`src/rtl/sst_seq.sv`:
```
// Save-state sequencer: walks the sst register space for host save (read) and restore (write) commands.
// Latency: first byte WAIT+1 cycles after accept; per byte WAIT+1 (save) or WAIT+2 (restore) cycles minimum.
// Backpressure: rd_ready low holds XFER with rd_data stable; wr_valid low holds XFER; abort ends the op with err.
module sst_seq #(
    parameter int WAIT = 2
) (
    input  logic       clk,
    input  logic       map_rst,
    input  logic       cmd_valid,
    output logic       cmd_ready,
    input  logic       cmd_op,
    input  logic [6:0] cmd_first,
    input  logic [6:0] cmd_last,
    input  logic       abort,
    output logic       sst_act,
    output logic [7:0] sst_addr,
    output logic       sst_we_reg,
    output logic [7:0] sst_dato,
    input  logic [7:0] sst_di,
    output logic [7:0] rd_data,
    output logic       rd_valid,
    input  logic       rd_ready,
    input  logic [7:0] wr_data,
    input  logic       wr_valid,
    output logic       wr_ready,
    output logic       busy,
    output logic       done,
    output logic       err
);

    typedef enum logic [2:0] {
        S_IDLE,
        S_SETTLE,
        S_XFER,
        S_WRITE,
        S_DONE
    } state_t;

    localparam logic [3:0] SETTLE_LAST = 4'(WAIT - 1);
    // Address 127 holds the read-only mapper index; restores must not write it.
    localparam logic [6:0] RO_ADDR     = 7'h7F;

    state_t     state;
    state_t     state_nxt;
    logic       op_q;
    logic [6:0] last_q;
    logic [6:0] addr_q;
    logic [3:0] cnt_q;
    logic [7:0] rd_data_q;
    logic [7:0] dato_q;
    logic       err_q;

    logic       cmd_acc;
    logic       cmd_bad;
    logic       at_last;
    logic       settle_end;
    logic       rd_hs;
    logic       wr_hs;
    logic       advance;

    assign sst_addr = {1'b0, addr_q};
    assign sst_dato = dato_q;
    assign rd_data  = rd_data_q;
    assign err      = err_q;

    // Next-state decode and all combinational outputs; abort masks handshakes and the write strobe.
    always_comb begin
        state_nxt  = state;
        cmd_ready  = 1'b0;
        sst_act    = 1'b0;
        busy       = 1'b0;
        done       = 1'b0;
        rd_valid   = 1'b0;
        wr_ready   = 1'b0;
        sst_we_reg = 1'b0;
        cmd_acc    = 1'b0;
        rd_hs      = 1'b0;
        wr_hs      = 1'b0;
        advance    = 1'b0;
        cmd_bad    = (cmd_first > cmd_last);
        at_last    = (addr_q == last_q);
        settle_end = (cnt_q == SETTLE_LAST);
        case (state)
            S_IDLE: begin
                cmd_ready = 1'b1;
                cmd_acc   = cmd_valid;
                if (cmd_valid && !cmd_bad) begin
                    state_nxt = S_SETTLE;
                end
            end
            S_SETTLE: begin
                sst_act = 1'b1;
                busy    = 1'b1;
                if (abort) begin
                    state_nxt = S_IDLE;
                end else if (settle_end) begin
                    state_nxt = S_XFER;
                end
            end
            S_XFER: begin
                sst_act  = 1'b1;
                busy     = 1'b1;
                rd_valid = !op_q && !abort;
                wr_ready = op_q && !abort;
                rd_hs    = rd_valid && rd_ready;
                wr_hs    = wr_ready && wr_valid;
                advance  = rd_hs;
                if (abort) begin
                    state_nxt = S_IDLE;
                end else if (wr_hs) begin
                    state_nxt = S_WRITE;
                end else if (rd_hs) begin
                    state_nxt = at_last ? S_DONE : S_SETTLE;
                end
            end
            S_WRITE: begin
                sst_act    = 1'b1;
                busy       = 1'b1;
                sst_we_reg = !abort && (addr_q != RO_ADDR);
                advance    = !abort;
                if (abort) begin
                    state_nxt = S_IDLE;
                end else begin
                    state_nxt = at_last ? S_DONE : S_SETTLE;
                end
            end
            S_DONE: begin
                busy      = 1'b1;
                done      = 1'b1;
                state_nxt = S_IDLE;
            end
            default: begin
                state_nxt = S_IDLE;
            end
        endcase
    end

    // State register.
    always_ff @(posedge clk) begin
        if (map_rst) begin
            state <= S_IDLE;
        end else begin
            state <= state_nxt;
        end
    end

    // Command latch, address walk, settle counter, data capture and error pulse.
    always_ff @(posedge clk) begin
        if (map_rst) begin
            op_q      <= 1'b0;
            last_q    <= 7'd0;
            addr_q    <= 7'd0;
            cnt_q     <= 4'd0;
            rd_data_q <= 8'd0;
            dato_q    <= 8'd0;
            err_q     <= 1'b0;
        end else begin
            err_q <= (cmd_acc && cmd_bad) || (sst_act && abort);
            if (cmd_acc) begin
                op_q   <= cmd_op;
                last_q <= cmd_last;
            end
            // The address only moves on SETTLE entry, so a rejected command leaves it alone.
            if (cmd_acc && !cmd_bad) begin
                addr_q <= cmd_first;
                cnt_q  <= 4'd0;
            end
            if (state == S_SETTLE) begin
                cnt_q <= cnt_q + 4'd1;
                if (settle_end && !op_q && !abort) begin
                    rd_data_q <= sst_di;
                end
            end
            // The last address ends the walk, so the 7-bit address never wraps.
            if (advance && !at_last) begin
                addr_q <= addr_q + 7'd1;
                cnt_q  <= 4'd0;
            end
            if (wr_hs) begin
                dato_q <= wr_data;
            end
        end
    end

endmodule

```
`config.mk`:
```
export PLATFORM = sky130hd
export DESIGN_NAME = sst_seq
export DESIGN_NICKNAME = d
export VERILOG_FILES = /design/src/rtl/sst_seq.sv
export SDC_FILE = /design/constraint.sdc
export NUM_CORES = 1
export LEC_CHECK = 0
export CORE_MARGIN = 3
export CORE_UTILIZATION = 49
export DETAILED_ROUTE_END_ITERATION = 8
export PLACE_DENSITY = 0.85
export SETUP_SLACK_MARGIN = 0.4
export SYNTH_ARGS = -nofsm -noshare
export SYNTH_HDL_FRONTEND = slang
export SYNTH_SLANG_ARGS = --single-unit
```
`constraint.sdc`:
```
create_clock -name clk -period 3.35 [get_ports clk]
set_input_delay 0.5025 -clock clk [delete_from_list [all_inputs] [get_ports clk]]
set_output_delay 0.5025 -clock clk [all_outputs]
set_load 0.05 [all_outputs]
```
==> impl_metrics.tcl, run 1 <==
set metrics [dict create \
    min_period_ns 2.741 \
    die_h_um 71.07 \
    period_share 0.8181 \
    synth_edf_count 0 \
    maxCapViolations 0 \
    r2r_start "state[0]" \
    drc_errors 0 \
    hold_class "reg2reg" \
    routedWlPerCell_um 14.55 \
    yosys-top-cells-count "39 x dfxtp_1, 32 x nor2_1, 27 x nand2_1" \
    grt_max_degree 24 \
    rsz0062_at_grt "no" \
    numCtsBuffers 5 \
    cts_tree "done" \
    syn_nets 291 \
    leakage_nw 1.202 \
    worstPathArrival_ns 2.24 \
    place_area_um2 2768 \
    crit_path_end_kind "output pin" \
    clock-root-buffer "clkbuf_8" \
    synthesis.area_um2 2074 \
    cts.path.max_buffers 2 \
    fmax_mhz 364.9 \
    hold_viol_final 0 \
    crit_required_ns 2.85 \
    routed_wl_um 5266 \
    synth_most_common_cell "dfxtp_1" \
    cp_max_fo 6 \
    layout-drive-gt1-share 0.08654 \
    tns_ns 0 \
    stdcell_area_um2 2888 \
    drt_iter0_drc 51 \
    ys_seq_area_frac 0.3764 \
    antenna_found_initial 0 \
    yosysTopAreaCellShare 0.3764 \
    port_buffers 67 \
    ios 69 \
    dp.final_hpwl_um 3940 \
    dp.cells 354 \
    timing.critical_path.from "abort" \
    synthTopCellsByArea "dfxtp_1 38%, mux2i_1 7.7%, ha_1 6.0%" \
    gp_congestion 0.8926 \
    n_antenna_cell 0 \
    relSlewSlack 0.5670 \
    avgViaCountPerCell 5.423 \
    grt_pass1_wl_um 8976 \
    nets 358 \
    tightest_slew_ns 0.6405 \
    power_per_cell_area_nw_per_um2 430.0 \
    r2r-end "rd_data[4]" \
    track_usage 0.2220 \
    gr-total-overflow 0 \
    core_um2 4029 \
    rr_worst_depth 4 \
    start_util 0.5149 \
    rrSetupSlack_ns 1.41 \
    area_growth_syn_to_layout_pct 39.20 \
    clock_skew_ns 0.005575 \
    detail-route-antenna-nets 0 \
    ys_ff_latch 39 \
    final_cells 362 \
    synth_cells 244 \
    syn_area_per_cell_um2 8.502 \
    crit_end "rd_valid" \
    dieArea_um2 5050 \
    status "completed" \
    clk_latency_ns 0.30 \
    via_count 1963 \
    htree_levels 2 \
    synth_area_leader_cell "dfxtp_1" \
    setup_viol 0 \
    ys_dominant_reg_cell "dfxtp_1" \
    async_flop_share 0 \
    vdd_drop_max_mv 0.2657 \
    die_w_um 71.07 \
    hold_slack_ns 0.4692 \
    path_clk_slew_ns 0.07 \
    yosys_warnings 0 \
    cts_setup_buffers 0 \
    clkSinkCount 39 \
    critPathLaunchType "primary input" \
    final_max_slew_viol_count 0 \
    path_class "in2out" \
    grt_pass1_vias 1998 \
    postLayoutCoreUtil 0.7168 \
    ys_types 47 \
    row_count 23 \
    first_pass_iters 5 \
]
## critical path: stages
cell and delay, ns:
clkdlybuf4s50_1 0.54, nor2_1 0.14, nand2_1 0.08, nor3_1 0.14, clkdlybuf4s50_1 0.83
## worst min path at each step
stage,start,endpoint,slack (ns),cells past startpoint
2_1_floorplan,cnt_q[3],cnt_q[3],0.44,2
3_3_place_gp,last_q[6],last_q[6],0.46,2
3_5_place_dp,last_q[4],last_q[4],0.46,2
4_1_cts,last_q[4],last_q[4],0.47,2
5_1_grt,last_q[2],last_q[2],0.50,2
6_report,last_q[4],last_q[4],0.47,2
## metal layers
layer,part of all wire,wire length (um),vias up,track usage
met4,0.022,116,0,0.1044
met3,0.036,191,10,0.04119
met1,0.43,2242,931,0.2634
met5,0,0,-,0
met2,0.52,2716,52,0.3852
li1,-,-,970,-
## report_power, final
group | switching (W) | internal (W) | total (W) | leakage (nW)
combinational | 0.000179 | 0.000132 | 0.000311 | 0.824
sequential | 0.0000311 | 0.000486 | 0.000517 | 0.317
clock | 0.000173 | 0.000241 | 0.000414 | 0.0612
## logic make-up after synthesis
logic type | synth area share
AOI/OAI and AO/OA | 0.1436
xor gates and xnor gates | 0.03800
adders and majority gates | 0.06031
buffers and inverters | 0.04704
DFF | 0.3764
muxes | 0.07720
other | 0.001808
and+or+nand+nor | 0.2557
## cell type report
class	instances	area [um2]
Fill cell	333	1141
Timing Repair Buffer	70	693.2
Inverter	10	37.54
Clock buffer	6	82.58
Multi-Input combinational cell	185	1196
Tap cell	50	62.56
Sequential cell	39	780.7
Clock inverter	2	35.03
## what timing repair did
action	4_1_cts	5_1_grt
setup endpoints to repair	0	1
hold buffers	0	0
resized for setup	0	1
## through the flow
stage	power (W)	setup WS [ns]
final	0.001242	0.6095
after global routing	0.001291	0.4687
after CTS	0.001245	0.4268
after detailed placement	0.0008354	0.4273
after global placement	0.0008296	0.4848
after floorplan	0.0007237	0.9488
## cell usage in the layout, fill, tap and decap left out, types with 3 or more instances in the layout
| master | synthesis | layout |
|---|---|---|
| nor2_1 | 32 | 32 |
| a22oi_1 | 6 | 6 |
| dfxtp_1 | 39 | 39 |
| inv_1 | 10 | 10 |
| xor2_1 | 8 | 8 |
| nand2b_1 | 3 | 3 |
| o21ai_1 | 3 | 3 |
| nand2_1 | 27 | 27 |
| clkdlybuf4s50_1 | 0 | 65 |
| ha_1 | 10 | 10 |
| nor3_1 | 3 | 3 |
| mux2i_1 | 16 | 16 |
| a21oi_1 | 20 | 20 |
| buf_4 | 1 | 4 |
| clkbuf_8 | 0 | 6 |
| o21ai_0 | 6 | 6 |
| nand3_1 | 7 | 7 |
| and2_1 | 8 | 8 |
## state kept, by name, indices dropped and copies added (netlist names)
name	count
addr_q	7
cnt_q	4
err	1
last_q	7
op_q	1
rd_data	8
sst_dato	8
state	3
No activity file was read; power rests on OpenSTA's default activity.
==> inputs of run 2 (changes only) <==
--- a/config.mk
+++ b/config.mk
@@ -6,9 +6,9 @@
 export NUM_CORES = 1
 export LEC_CHECK = 0
 export CORE_MARGIN = 3
-export CORE_UTILIZATION = 49
+export CORE_UTILIZATION = 41
 export DETAILED_ROUTE_END_ITERATION = 8
-export PLACE_DENSITY = 0.85
+export PLACE_DENSITY = 0.76
 export SETUP_SLACK_MARGIN = 0.4
 export SYNTH_ARGS = -nofsm -noshare
 export SYNTH_HDL_FRONTEND = slang
==> constraint.sdc (replaced) <==
create_clock -name clk -period 2.52 [get_ports clk]
set_input_delay 0.378 -clock clk [delete_from_list [all_inputs] [get_ports clk]]
set_output_delay 0.378 -clock clk [all_outputs]
set_load 0.05 [all_outputs]
==> run 2 against run 1 <==
  * Clock power is essentially flat
  * Via count down 3.8%
  * Combinational power increased by 41%
  * Critical endpoint is now addr_q[6]
  * Largest cell class unchanged
==> impl_metrics.tcl, run 2 (synthesis gave the netlist of run 1 again) <==
set metrics [dict create \
    ios 69 \
    status "completed" \
    r2r-end "addr_q[4]" \
    die_w_um 77.13 \
    rr_worst_depth 7 \
    worst_slack_ns 0.4487 \
    clock-root-buffer "clkbuf_8" \
    first_pass_iters 4 \
    track_usage 0.1694 \
    hold_class "reg2reg" \
    grt_max_degree 23 \
    min_period_ns 2.071 \
    critPathLaunchType "primary input" \
    vdd_drop_max_mv 0.3734 \
    path_class "in2reg" \
    setup_viol 0 \
    layout-drive-gt1-share 0.1199 \
    die_h_um 77.13 \
    numCtsBuffers 5 \
    avgViaCountPerCell 4.917 \
    period_share 0.8219 \
    crit_end "addr_q[6]" \
    via_count 1888 \
    drt_iter0_drc 104 \
    clock_skew_ns 0.008734 \
    tightest_slew_ns 0.5474 \
    clk_latency_ns 0.29 \
    port_buffers 67 \
    worstPathArrival_ns 2.24 \
    tns_ns 0 \
    r2r_start "addr_q[4]" \
    cts.path.max_buffers 2 \
    pre_cts_ws_ns 0.1347 \
    leakage_nw 1.217 \
    clkSinkCount 39 \
    fillers 443 \
    detail-route-antenna-nets 0 \
    grt_pass1_vias 1786 \
    rrSetupSlack_ns 0.70 \
    area_growth_syn_to_layout_pct 42.94 \
    postCtsHoldBufs 0 \
    nets 363 \
    cp_max_fo 5 \
    relSlewSlack 0.6299 \
    multi_input_area_um2 1226 \
    dieArea_um2 5949 \
    antenna_found_initial 0 \
    gp_congestion 0.8194 \
    maxCapViolations 0 \
    n_antenna_cell 0 \
    grt_pass1_wl_um 8300 \
    dp.final_hpwl_um 3835 \
    layout.cells.most_common "clkdlybuf4s50_1" \
    final_cell_mix "59 x clkdlybuf4s50_1, 39 x dfxtp_1, 32 x nor2_1, 27 x nand2_1, 19 x a21oi_1" \
    rsz0062_at_grt "yes" \
    routed_wl_um 5028 \
    row_count 25 \
    final_max_slew_viol_count 0 \
    gr-total-overflow 0 \
    timing.critical_path.from "cmd_last[6]" \
    crit_path_end_kind "register" \
    fmax_mhz 482.8 \
    core_um2 4817 \
    crit_required_ns 2.69 \
    routedWlPerCell_um 13.09 \
    hold_viol_final 0 \
    path_clk_slew_ns 0.07 \
    htree_levels 2 \
    drc_errors 0 \
    power_per_cell_area_nw_per_um2 515.9 \
    regArea_um2 780.7 \
    cts_tree "done" \
    start_util 0.4306 \
]
-- run 2: cell count changes in the layout (fill, tap and decap cells not counted), sizes merged --
cell / change
bufinv: -1
buf: +7
dlymetal6s2s: -1
dlygate4sd2: +3
clkinvlp: +1
clkbuf: +1
clkdlybuf4s15: +1
clkdlybuf4s50: -6
-- run 2: per-stage QoR --
stage	hold slack, ns	std cells	utilization	area, um2	power (W)
2_1_floorplan	0.4436	244	-	2082	0.0009627
3_3_place_gp	0.4527	374	0.5919	2851	0.001119
3_5_place_dp	0.4620	374	0.5919	2851	0.001122
4_1_cts	0.4730	382	0.6083	2930	0.001528
5_1_grt	0.4888	384	0.6156	2965	0.001609
6_report	0.4706	384	0.6156	2965	0.001530
-- run 2: layout make-up --
cell class / instances / share of cell area
Clock buffer: 6 / 0.02447
Clock inverter: 2 / 0.004219
Inverter: 10 / 0.01266
Multi-Input combinational cell: 185 / 0.4135
Sequential cell: 39 / 0.2633
Tap cell: 67 / 0.02827
Timing Repair Buffer: 75 / 0.2536
-- run 2: how the worst min path moves through the flow --
stage / start / to / cells after the start
after floorplan: cnt_q[3] / cnt_q[3] / 2
after global placement: cnt_q[3] / cnt_q[3] / 2
after global routing: last_q[0] / last_q[0] / 2
after CTS: last_q[5] / last_q[5] / 2
final: last_q[2] / last_q[2] / 2
after detailed placement: last_q[5] / last_q[5] / 2
-- run 2: report_power, final --
group	switching (W)	leakage, nW	internal [W]
registers	0.0000335	0.317	0.000646
logic	0.000250	0.859	0.000186
clock network	0.000220	0.0412	0.000193
total	0.000504	1.22	0.00103
-- run 2: per-layer routing --
metal	GRT usage	wire length (um)	vias up
li1	-	-	978
met1	0.2167	2238	848
met2	0.2832	2446	53
met3	0.02582	249	9
met4	0.06940	93	0
met5	0	0	-
-- run 2: what timing repair did --
action                                  CTS  global route
resized for setup                         5             9
setup buffers                             0             2
hold endpoints to repair                  0             0
pin swaps                                 0             3
endpoints found under the setup margin    5             9
-- run 2: worst max-delay path, cell delays in order --
cell	delay, ns
clkdlybuf4s50_1	0.50
inv_1	0.06
ha_1	0.31
nand4_1	0.16
a21oi_2	0.16
o21ba_4	0.20
nor2_4	0.07
buf_4	0.16
a22oi_1	0.17
a21oi_1	0.08
